$ cat config.mk
export PLATFORM = sky130hd
export DESIGN_NAME = alu_seq
export DESIGN_NICKNAME = d
export VERILOG_FILES = /design/src/rtl/cpu_pkg.sv /design/src/rtl/alu_regfile.sv /design/src/rtl/alu_seq.sv
export SDC_FILE = /design/constraint.sdc
export NUM_CORES = 1
export LEC_CHECK = 0
export BUFFER_PORTS_ARGS = -buffer_cell sky130_fd_sc_hd__buf_2
export CAP_MARGIN = 20
export CORE_UTILIZATION = 50
export CTS_CLUSTER_SIZE = 24
export DETAILED_ROUTE_END_ITERATION = 16
export HOLD_SLACK_MARGIN = 0.08
export PLACE_DENSITY = 0.67
export SYNTH_ARGS = -nofsm -noshare
export SYNTH_HDL_FRONTEND = slang
export SYNTH_SLANG_ARGS = --single-unit
$ cat constraint.sdc
create_clock -name clk -period 2.75 [get_ports clk]
set_clock_uncertainty 0.15 [all_clocks]
set_input_delay 0.4125 -clock clk [delete_from_list [all_inputs] [get_ports clk]]
set_output_delay 0.4125 -clock clk [all_outputs]
set_load 0.02 [all_outputs]
$ cat src/rtl/cpu_pkg.sv
// Shared opcode constants, FSM state type and instruction layout for the
// sequential ALU controller.
package cpu_pkg;

  localparam int unsigned WORD_W = 16;
  localparam int unsigned REG_AW = 3;

  localparam logic [2:0] OP_ADD  = 3'b000;
  localparam logic [2:0] OP_SUB  = 3'b001;
  localparam logic [2:0] OP_NAND = 3'b010;
  localparam logic [2:0] OP_LDI  = 3'b011;

  typedef enum logic [1:0] {
    IDLE = 2'd0,
    READ = 2'd1,
    EXEC = 2'd2,
    WB   = 2'd3
  } state_t;

  // imm[9:0] overlays ra, rb and the low nibble
  typedef struct packed {
    logic [2:0] op;
    logic [2:0] rd;
    logic [2:0] ra;
    logic [2:0] rb;
    logic [3:0] rsvd;
  } instr_t;

  function automatic logic [WORD_W-1:0] ldi_value(input instr_t i);
    return {6'b0, i.ra, i.rb, i.rsvd};
  endfunction

endpackage

$ cat src/rtl/alu_regfile.sv
// 8x16 register file: two combinational read ports, a debug read port and
// one synchronous write port. r0 always reads zero.
module alu_regfile
  import cpu_pkg::*;
#(
  parameter int unsigned NREGS = 8
) (
  input  logic              clk,
  input  logic              rst_n,
  input  logic              we,
  input  logic [REG_AW-1:0] waddr,
  input  logic [WORD_W-1:0] wdata,
  input  logic [REG_AW-1:0] raddr_a,
  output logic [WORD_W-1:0] rdata_a_c,
  input  logic [REG_AW-1:0] raddr_b,
  output logic [WORD_W-1:0] rdata_b_c,
  input  logic [REG_AW-1:0] dbg_addr,
  output logic [WORD_W-1:0] dbg_data_c
);

  logic [WORD_W-1:0] mem [NREGS];

  // Writes to r0 are dropped so it stays at its reset value of zero
  always_ff @(posedge clk or negedge rst_n) begin
    if (!rst_n) begin
      for (int unsigned i = 0; i < NREGS; i++) mem[i] <= '0;
    end else if (we && (waddr != '0)) begin
      mem[waddr] <= wdata;
    end
  end

  assign rdata_a_c  = mem[raddr_a];
  assign rdata_b_c  = mem[raddr_b];
  assign dbg_data_c = mem[dbg_addr];

endmodule

$ cat src/rtl/alu_seq.sv
// Four-state instruction sequencer driving an external combinational ALU:
// IDLE accepts, READ fetches operands, EXEC captures the result, WB writes.
module alu_seq
  import cpu_pkg::*;
#(
  parameter int unsigned DATA_W = 16,
  parameter int unsigned NREGS  = 8
) (
  input  logic              clk,
  input  logic              rst_n,
  input  logic              instr_valid,
  input  logic [15:0]       instr,
  output logic              instr_ready,
  output logic [DATA_W-1:0] reg1,
  output logic [DATA_W-1:0] reg2,
  output logic [2:0]        ALU_sel,
  input  logic [DATA_W-1:0] alu_out,
  output logic              done,
  output logic              illegal,
  input  logic [2:0]        dbg_addr,
  output logic [DATA_W-1:0] dbg_data
);

  state_t            state_q, state_d;
  instr_t            instr_q, instr_d;
  logic [DATA_W-1:0] reg1_q, reg1_d, reg2_q, reg2_d;
  logic [DATA_W-1:0] result_q, result_d;
  logic [2:0]        sel_q, sel_d;
  logic              ready_q, ready_d;
  logic              done_q, done_d;
  logic              illegal_q, illegal_d;
  logic [WORD_W-1:0] rdata_a, rdata_b;
  logic              wb_we;

  assign wb_we = (state_q == WB) && !instr_q.op[2];

  alu_regfile #(.NREGS(NREGS)) u_regfile (
    .clk        (clk),
    .rst_n      (rst_n),
    .we         (wb_we),
    .waddr      (instr_q.rd),
    .wdata      (result_q),
    .raddr_a    (instr_q.ra),
    .rdata_a_c  (rdata_a),
    .raddr_b    (instr_q.rb),
    .rdata_b_c  (rdata_b),
    .dbg_addr   (dbg_addr),
    .dbg_data_c (dbg_data)
  );

  // Next-state and next-output logic; ALU-facing outputs are zero outside EXEC
  always_comb begin
    state_d   = state_q;
    instr_d   = instr_q;
    reg1_d    = '0;
    reg2_d    = '0;
    sel_d     = '0;
    result_d  = result_q;
    done_d    = 1'b0;
    illegal_d = 1'b0;
    case (state_q)
      IDLE: begin
        if (instr_valid) begin
          instr_d = instr_t'(instr);
          state_d = READ;
        end
      end
      READ: begin
        reg1_d  = rdata_a;
        reg2_d  = rdata_b;
        sel_d   = (instr_q.op == OP_LDI) ? OP_ADD : instr_q.op;
        state_d = EXEC;
      end
      EXEC: begin
        result_d  = (instr_q.op == OP_LDI) ? ldi_value(instr_q) : alu_out;
        done_d    = !instr_q.op[2];
        illegal_d = instr_q.op[2];
        state_d   = WB;
      end
      WB: begin
        state_d = IDLE;
      end
      default: begin
        state_d = IDLE;
      end
    endcase
    ready_d = (state_d == IDLE);
  end

  always_ff @(posedge clk or negedge rst_n) begin
    if (!rst_n) begin
      state_q   <= IDLE;
      instr_q   <= '0;
      reg1_q    <= '0;
      reg2_q    <= '0;
      sel_q     <= '0;
      result_q  <= '0;
      ready_q   <= 1'b1;
      done_q    <= 1'b0;
      illegal_q <= 1'b0;
    end else begin
      state_q   <= state_d;
      instr_q   <= instr_d;
      reg1_q    <= reg1_d;
      reg2_q    <= reg2_d;
      sel_q     <= sel_d;
      result_q  <= result_d;
      ready_q   <= ready_d;
      done_q    <= done_d;
      illegal_q <= illegal_d;
    end
  end

  assign instr_ready = ready_q;
  assign reg1        = reg1_q;
  assign reg2        = reg2_q;
  assign ALU_sel     = sel_q;
  assign done        = done_q;
  assign illegal     = illegal_q;

endmodule

==> results of run 1 <==
what timing repair did:
item,4_1_cts,5_1_grt
hold endpoints to repair,90,0
setup buffers,0,0
hold buffers,19,0
endpoints found under the setup margin,0,0
critical path: stages, from the launching register on:
cell     delay, ps
dfrtp_1        440
mux4_2         480
mux2_2         300
buf_2          160
metal layers:
metal	wire length (microns)	vias up	share of wire
li1	-	2871	-
met1	10200	3446	0.40
met2	13000	259	0.51
met3	1470	54	0.058
met4	586	0	0.023
met5	0	-	0
registers in the layout, summed over array words and instances (netlist names):
| register | cells |
|---|---|
| u_regfile.mem | 128 |
| instr_q | 16 |
| reg1 | 16 |
| reg2 | 16 |
| result_q | 16 |
| ALU_sel | 3 |
| state_q | 2 |
| done | 1 |
| illegal | 1 |
| instr_ready | 1 |
logic make-up (layout without fill, tap and decap cells):
logic type,count (synthesis),in the layout,share of synthesized area
mux,282,282,0.376
flops,200,200,0.490
buf+inv,109,215,0.0500
compound gates,81,81,0.0514
simple gates,42,42,0.0283
fa+ha+maj,4,4,0.00489
where the power goes:
part | internal, mW | leakage [nW] | switching, mW
Sequential | 4.18 | 2.58 | 1.50
Clock | 1.37 | 0.284 | 1.15
Combinational | 3.09 | 2.59 | 2.68
how the worst min path moves through the flow:
stage | startpoint | slack [ps] | end
after floorplan | rst_n | -30 | ALU_sel[0]$_DFF_PN0_
after global placement | u_regfile.mem[116]$_DFFE_PN0P_ | 260 | u_regfile.mem[116]$_DFFE_PN0P_
after detailed placement | u_regfile.mem[127]$_DFFE_PN0P_ | 270 | u_regfile.mem[127]$_DFFE_PN0P_
after CTS | instr[4] | 90 | instr_q[4]$_DFFE_PN0P_
after global routing | instr[4] | 80 | instr_q[4]$_DFFE_PN0P_
final | instr[4] | 100 | instr_q[4]$_DFFE_PN0P_
cells in the final DEF, fill, tap and decap left out, types with 2 or more instances in the layout:
cell           instances
clkinvlp_4             2
nor3b_4                2
inv_1                 40
a21oi_1               11
mux4_2                64
nand2b_1               2
nand2_1                2
mux2i_1               42
dlygate4sd3_1         19
mux2_1                 4
inv_6                  4
ha_1                   4
and2_1                 2
a221oi_1              32
and2b_1                2
clkinv_4               5
nor2_1                16
buf_12                 7
dfrtp_2                2
buf_4                 26
mux2_2               172
clkbuf_16             17
o21ai_0               38
dfrtp_1              197
bufinv_16              2
buf_2                 90
and3_1                 2
nand3_1                6
per-stage QoR:
step	total power [mW]	hold slack (ps)
after floorplan	9.54	-33.1
after global placement	11.1	257
after detailed placement	11.4	267
after CTS	14.0	89.2
after global routing	14.7	82.1
final	14.0	104
layout make-up:
type / count / area (sq um) / area share
Clock buffer: 18 / 429 / 0.0364
Clock inverter: 14 / 165 / 0.0140
Inverter: 40 / 150 / 0.0127
Multi-Input combinational cell: 409 / 4710 / 0.400
Sequential cell: 200 / 5010 / 0.425
Tap cell: 265 / 332 / 0.0281
Timing Repair Buffer: 143 / 990 / 0.0840
==> out/summary.txt, run 1 <==
crit start category -> register
vias after detailed routing -> 6630
Reg2Reg Depth -> 4
post-detail-place hpwl -> 16.5 mm
Final Worst Setup Slack -> 374 ps
Slew Limit Headroom -> 0.537
drt pass-1 iters -> 5
post-synthesis async set-or-reset flop share -> 1.00
Critical Path Source -> u_regfile.mem[29]$_DFFE_PN0P_
IO buf count -> 91
worst path arrival time -> 1810 ps
vias per cell -> 6.09
remaining antenna violation count -> 0
DRC viols -> 0
post-layout util -> 0.596
placed cell area -> 11000 sq um
DIE HEIGHT -> 145 microns
total core area -> 19800 sq um
ys flop type -> dfrtp_1
# fillers -> 1555
Hold Violations, Final -> 0
GRT Util Overall -> 0.255
Post-Syn Area -> 10200 sq um
Synth area leaders -> dfrtp_1, mux2_2, mux4_2
clock root cell -> clkbuf_16
Syn Area/Cell -> 14.2 sq um
pin count of the biggest net entering global routing -> 79
vias in the first global route -> 7186
Setup Crit Path Kind -> reg2out
I/O Pins -> 92
Reg-to-Reg End -> u_regfile.mem[92]$_DFFE_PN0P_
layout cells sized above 1 -> 0.489
share of the yosys chip area belonging to registers -> 0.490
DR iter-0 viols -> 444
setup_tns -> 0 ps
grt ovf -> 0
GRT met2 Usage -> 0.427
Initial Util -> 0.517
RSZ-0062 raised after global routing -> no
n_diodes -> 0
# resized after CTS -> 0
worst-skew pair later-pin latency -> 430 ps
max-cap violations -> 0
Clock Sinks -> 200
CP max FO -> 4
Syn. warnings -> 0
final-stage net count -> 853
Synth area leader -> dfrtp_1
Power Density -> 1190 nW/um^2
synth unique cells -> 33
Std-Cell Rows -> 51
post-route cell area -> 11800 sq um
CTS tree -> yes
most common cell in the netlist -> dfrtp_1
GR met1 Demand/Resource -> 0.320
syn_nets -> 760
worst endpoint required time -> 2190 ps
dpl ws -> 369 ps
Clk pin slew, worst setup/hold paths -> 70 ps
Area Overhead vs Synth -> 15.2%
crit share post-route -> 0.864
dpl cells -> 1037
count of final max-slew check failures -> 0
CTS H-Tree Depth -> 4
Yosys top cell area share -> 0.487
GPL Wtd Cong -> 0.815
GR met3 Demand/Resource -> 0.0544
crit path capture type -> primary output
worst hold path class -> in2reg
final setup fails -> 0
GRT busiest layer -> met2
EDFF count, synth -> 0
hold depth -> 2
routed len/inst -> 23.2 microns
Post-Synthesis Cells -> 718
CTS max path bufs -> 2
post-route minimum period -> 2380 ps
top cells by count, synth -> dfrtp_1, mux2_2, mux4_2
first-pass GRT wire length -> 40.7 mm
reg2reg start -> state_q[0]$_DFF_PN0_
Critical Path Sink -> dbg_data[13]
worst slew pin tran -> 694 ps
Num CTS Buffers -> 17
fin cells -> 1089
Die X -> 145 microns
final WL -> 25.2 mm
flop2flop setup slack -> 660 ps
die area -> 21000 sq um
status -> finished, final reports clean
initial antenna violation count -> 0
Yosys reg bits -> 200
Fmax -> 421 MHz
Leak -> 5.45 nW
Worst VDD drop -> 0.000534 V
(Power assumes the default switching activity.)
==> inputs of run 2 (changes only) <==
--- a/config.mk
+++ b/config.mk
@@ -7,6 +7,7 @@
 export LEC_CHECK = 0
 export BUFFER_PORTS_ARGS = -buffer_cell sky130_fd_sc_hd__buf_2
 export CAP_MARGIN = 20
+export CORE_MARGIN = 2
 export CORE_UTILIZATION = 50
 export CTS_CLUSTER_SIZE = 24
 export DETAILED_ROUTE_END_ITERATION = 16
==> constraint.sdc (replaced) <==
create_clock -name clk -period 2.75 [get_ports clk]
set_clock_uncertainty 0.15 [all_clocks]
set_input_delay 0.4125 -clock clk [delete_from_list [all_inputs] [get_ports clk]]
set_output_delay 0.4125 -clock clk [all_outputs]
set_load 0.005 [all_outputs]
==> out/summary.txt, run 2 (synthesis results as in run 1) <==
worst slew pin tran -> 793 ps
# fillers -> 1658
Power Density -> 1150 nW/um^2
Sequential cell area -> 5010 sq um
Buf/Inv on CP -> 3
status -> finished, final reports clean
DR iter-0 viols -> 367
area of the multi-input gates -> 4710 sq um
CP delay by family, top -> multiplexers
final WL -> 25.7 mm
crit path capture type -> primary output
CP peak stage delay -> 560 ps
RSZ-0062 raised after global routing -> no
GRT Util Overall -> 0.247
Leak -> 5.46 nW
max FFs per register -> 128
post-detail-place hpwl -> 16.4 mm
total core area -> 20200 sq um
clock root cell -> clkbuf_16
Critical Path Source -> dbg_addr[0]
remaining antenna violation count -> 0
hold slack final -> 99.9 ps
CTS tree -> yes
final setup fails -> 0
CTS max path bufs -> 2
post-route minimum period -> 2340 ps
Hold Violations, Final -> 0
Critical Path Sink -> dbg_data[5]
post-layout util -> 0.583
internal power -> 8.49 mW
Clock power frac -> 0.177
Initial Util -> 0.507
Std-Cell Rows -> 52
IO buf count -> 91
worst path arrival time -> 1770 ps
sequential share of power -> 0.413
Max stage delay cell, worst path -> mux4_2
Reg2Reg Depth -> 5
Clock Sinks -> 200
initial antenna violation count -> 0
layout cells sized above 1 -> 0.488
I/O Pins -> 92
Fmax -> 428 MHz
flop2flop setup slack -> 590 ps
CP Depth -> 5
most frequent cells in the layout -> dfrtp_1, mux2_2, buf_2
DIE HEIGHT -> 147 microns
routed len/inst -> 23.5 microns
Reg-to-Reg End -> reg1[5]$_DFF_PN0_
DRC viols -> 0
CP max FO -> 32
n_diodes -> 0
die area -> 21600 sq um
grt ovf -> 0
CTS H-Tree Depth -> 4
Clk pin slew, worst setup/hold paths -> 70 ps
NetSw -> 5.01 mW
count of final max-slew check failures -> 0
Worst VDD drop -> 0.000554 V
max-cap violations -> 0
Setup Crit Path Kind -> in2out
drt pass-1 iters -> 5
critical-path cell list -> buf_2, buf_12, mux4_2, mux2_2, buf_2
Largest Register -> u_regfile.mem
vias per cell -> 6.06
setup_tns -> 0 ps
worst-skew pair later-pin latency -> 440 ps
most common cell after layout, fill and taps aside -> dfrtp_1
reg2reg start -> state_q[1]$_DFF_PN0_
CP dominant cell by count -> buf_2
worst endpoint required time -> 2190 ps
first-pass GRT wire length -> 40.4 mm
worst hold path class -> in2reg
Slew Limit Headroom -> 0.472
pin count of the biggest net entering global routing -> 56
Area Overhead vs Synth -> 15.1%
Combinational Power Share -> 0.410
GPL Wtd Cong -> 0.814
# resized after CTS -> 0
Die X -> 147 microns
Num CTS Buffers -> 17
crit start category -> input port
vias in the first global route -> 7210
crit share post-route -> 0.849
Sw Ratio -> 0.371
vias after detailed routing -> 6641
final-stage net count -> 855
run 2: cell type report:
| type | instances | share of cell area |
|---|---|---|
| Multi-Input combinational cell | 409 | 0.400 |
| Inverter | 40 | 0.0128 |
| Sequential cell | 200 | 0.426 |
| Timing Repair Buffer | 145 | 0.0858 |
| Clock inverter | 13 | 0.00946 |
| Tap cell | 270 | 0.0287 |
| Clock buffer | 19 | 0.0376 |
run 2: what timing repair did:
item                                   CTS  global route
hold buffers                            20             1
endpoints found under the hold margin   59             1
buffers inserted                         0             0
run 2: power groups by stage:
stage / logic, mW / clock network (mW) / registers (mW)
6_report: 5.54 / 2.40 / 5.57
5_1_grt: 5.97 / 2.53 / 5.74
4_1_cts: 5.57 / 2.41 / 5.54
3_5_place_dp: 5.52 / 0 / 5.58
3_3_place_gp: 5.35 / 0 / 5.46
2_1_floorplan: 4.16 / 0 / 4.98
run 2: metal layers:
layer,share of wire,up-vias,GRT usage
li1,-,2871,-
met1,0.40,3445,0.309
met2,0.51,254,0.425
met3,0.053,71,0.0441
met4,0.034,0,0.108
met5,0,-,0
run 2: how the worst min path moves through the flow:
| stage | startpoint | endpoint | depth (start not counted) | slack, ps |
|---|---|---|---|---|
| detailed placement | rst_n | u_regfile.mem[12]$_DFFE_PN0P_ | 1 | 220 |
| CTS | instr[5] | instr_q[5]$_DFFE_PN0P_ | 2 | 90 |
| finish | instr[4] | instr_q[4]$_DFFE_PN0P_ | 2 | 100 |
| global route | instr[7] | instr_q[7]$_DFFE_PN0P_ | 2 | 100 |
| global placement | rst_n | u_regfile.mem[12]$_DFFE_PN0P_ | 1 | 220 |
| floorplan | rst_n | ALU_sel[0]$_DFF_PN0_ | 0 | -30 |
run 2: worst register-to-register path, stage by stage, from the launching register on:
cell and delay (ps):
dfrtp_1 410, inv_1 90, ha_1 680, buf_4 310
o21ai_0 110, a221oi_1 280
run 2: stage by stage:
| stage | instances | setup slack [ps] | total power, mW | area [sq um] |
|---|---|---|---|---|
| floorplan | 718 | 642 | 9.14 | 10200 |
| global placement | 1043 | 425 | 10.8 | 11000 |
| detailed placement | 1043 | 411 | 11.1 | 11000 |
| CTS | 1095 | 393 | 13.5 | 11800 |
| global route | 1096 | 355 | 14.2 | 11800 |
| finish | 1096 | 414 | 13.5 | 11800 |
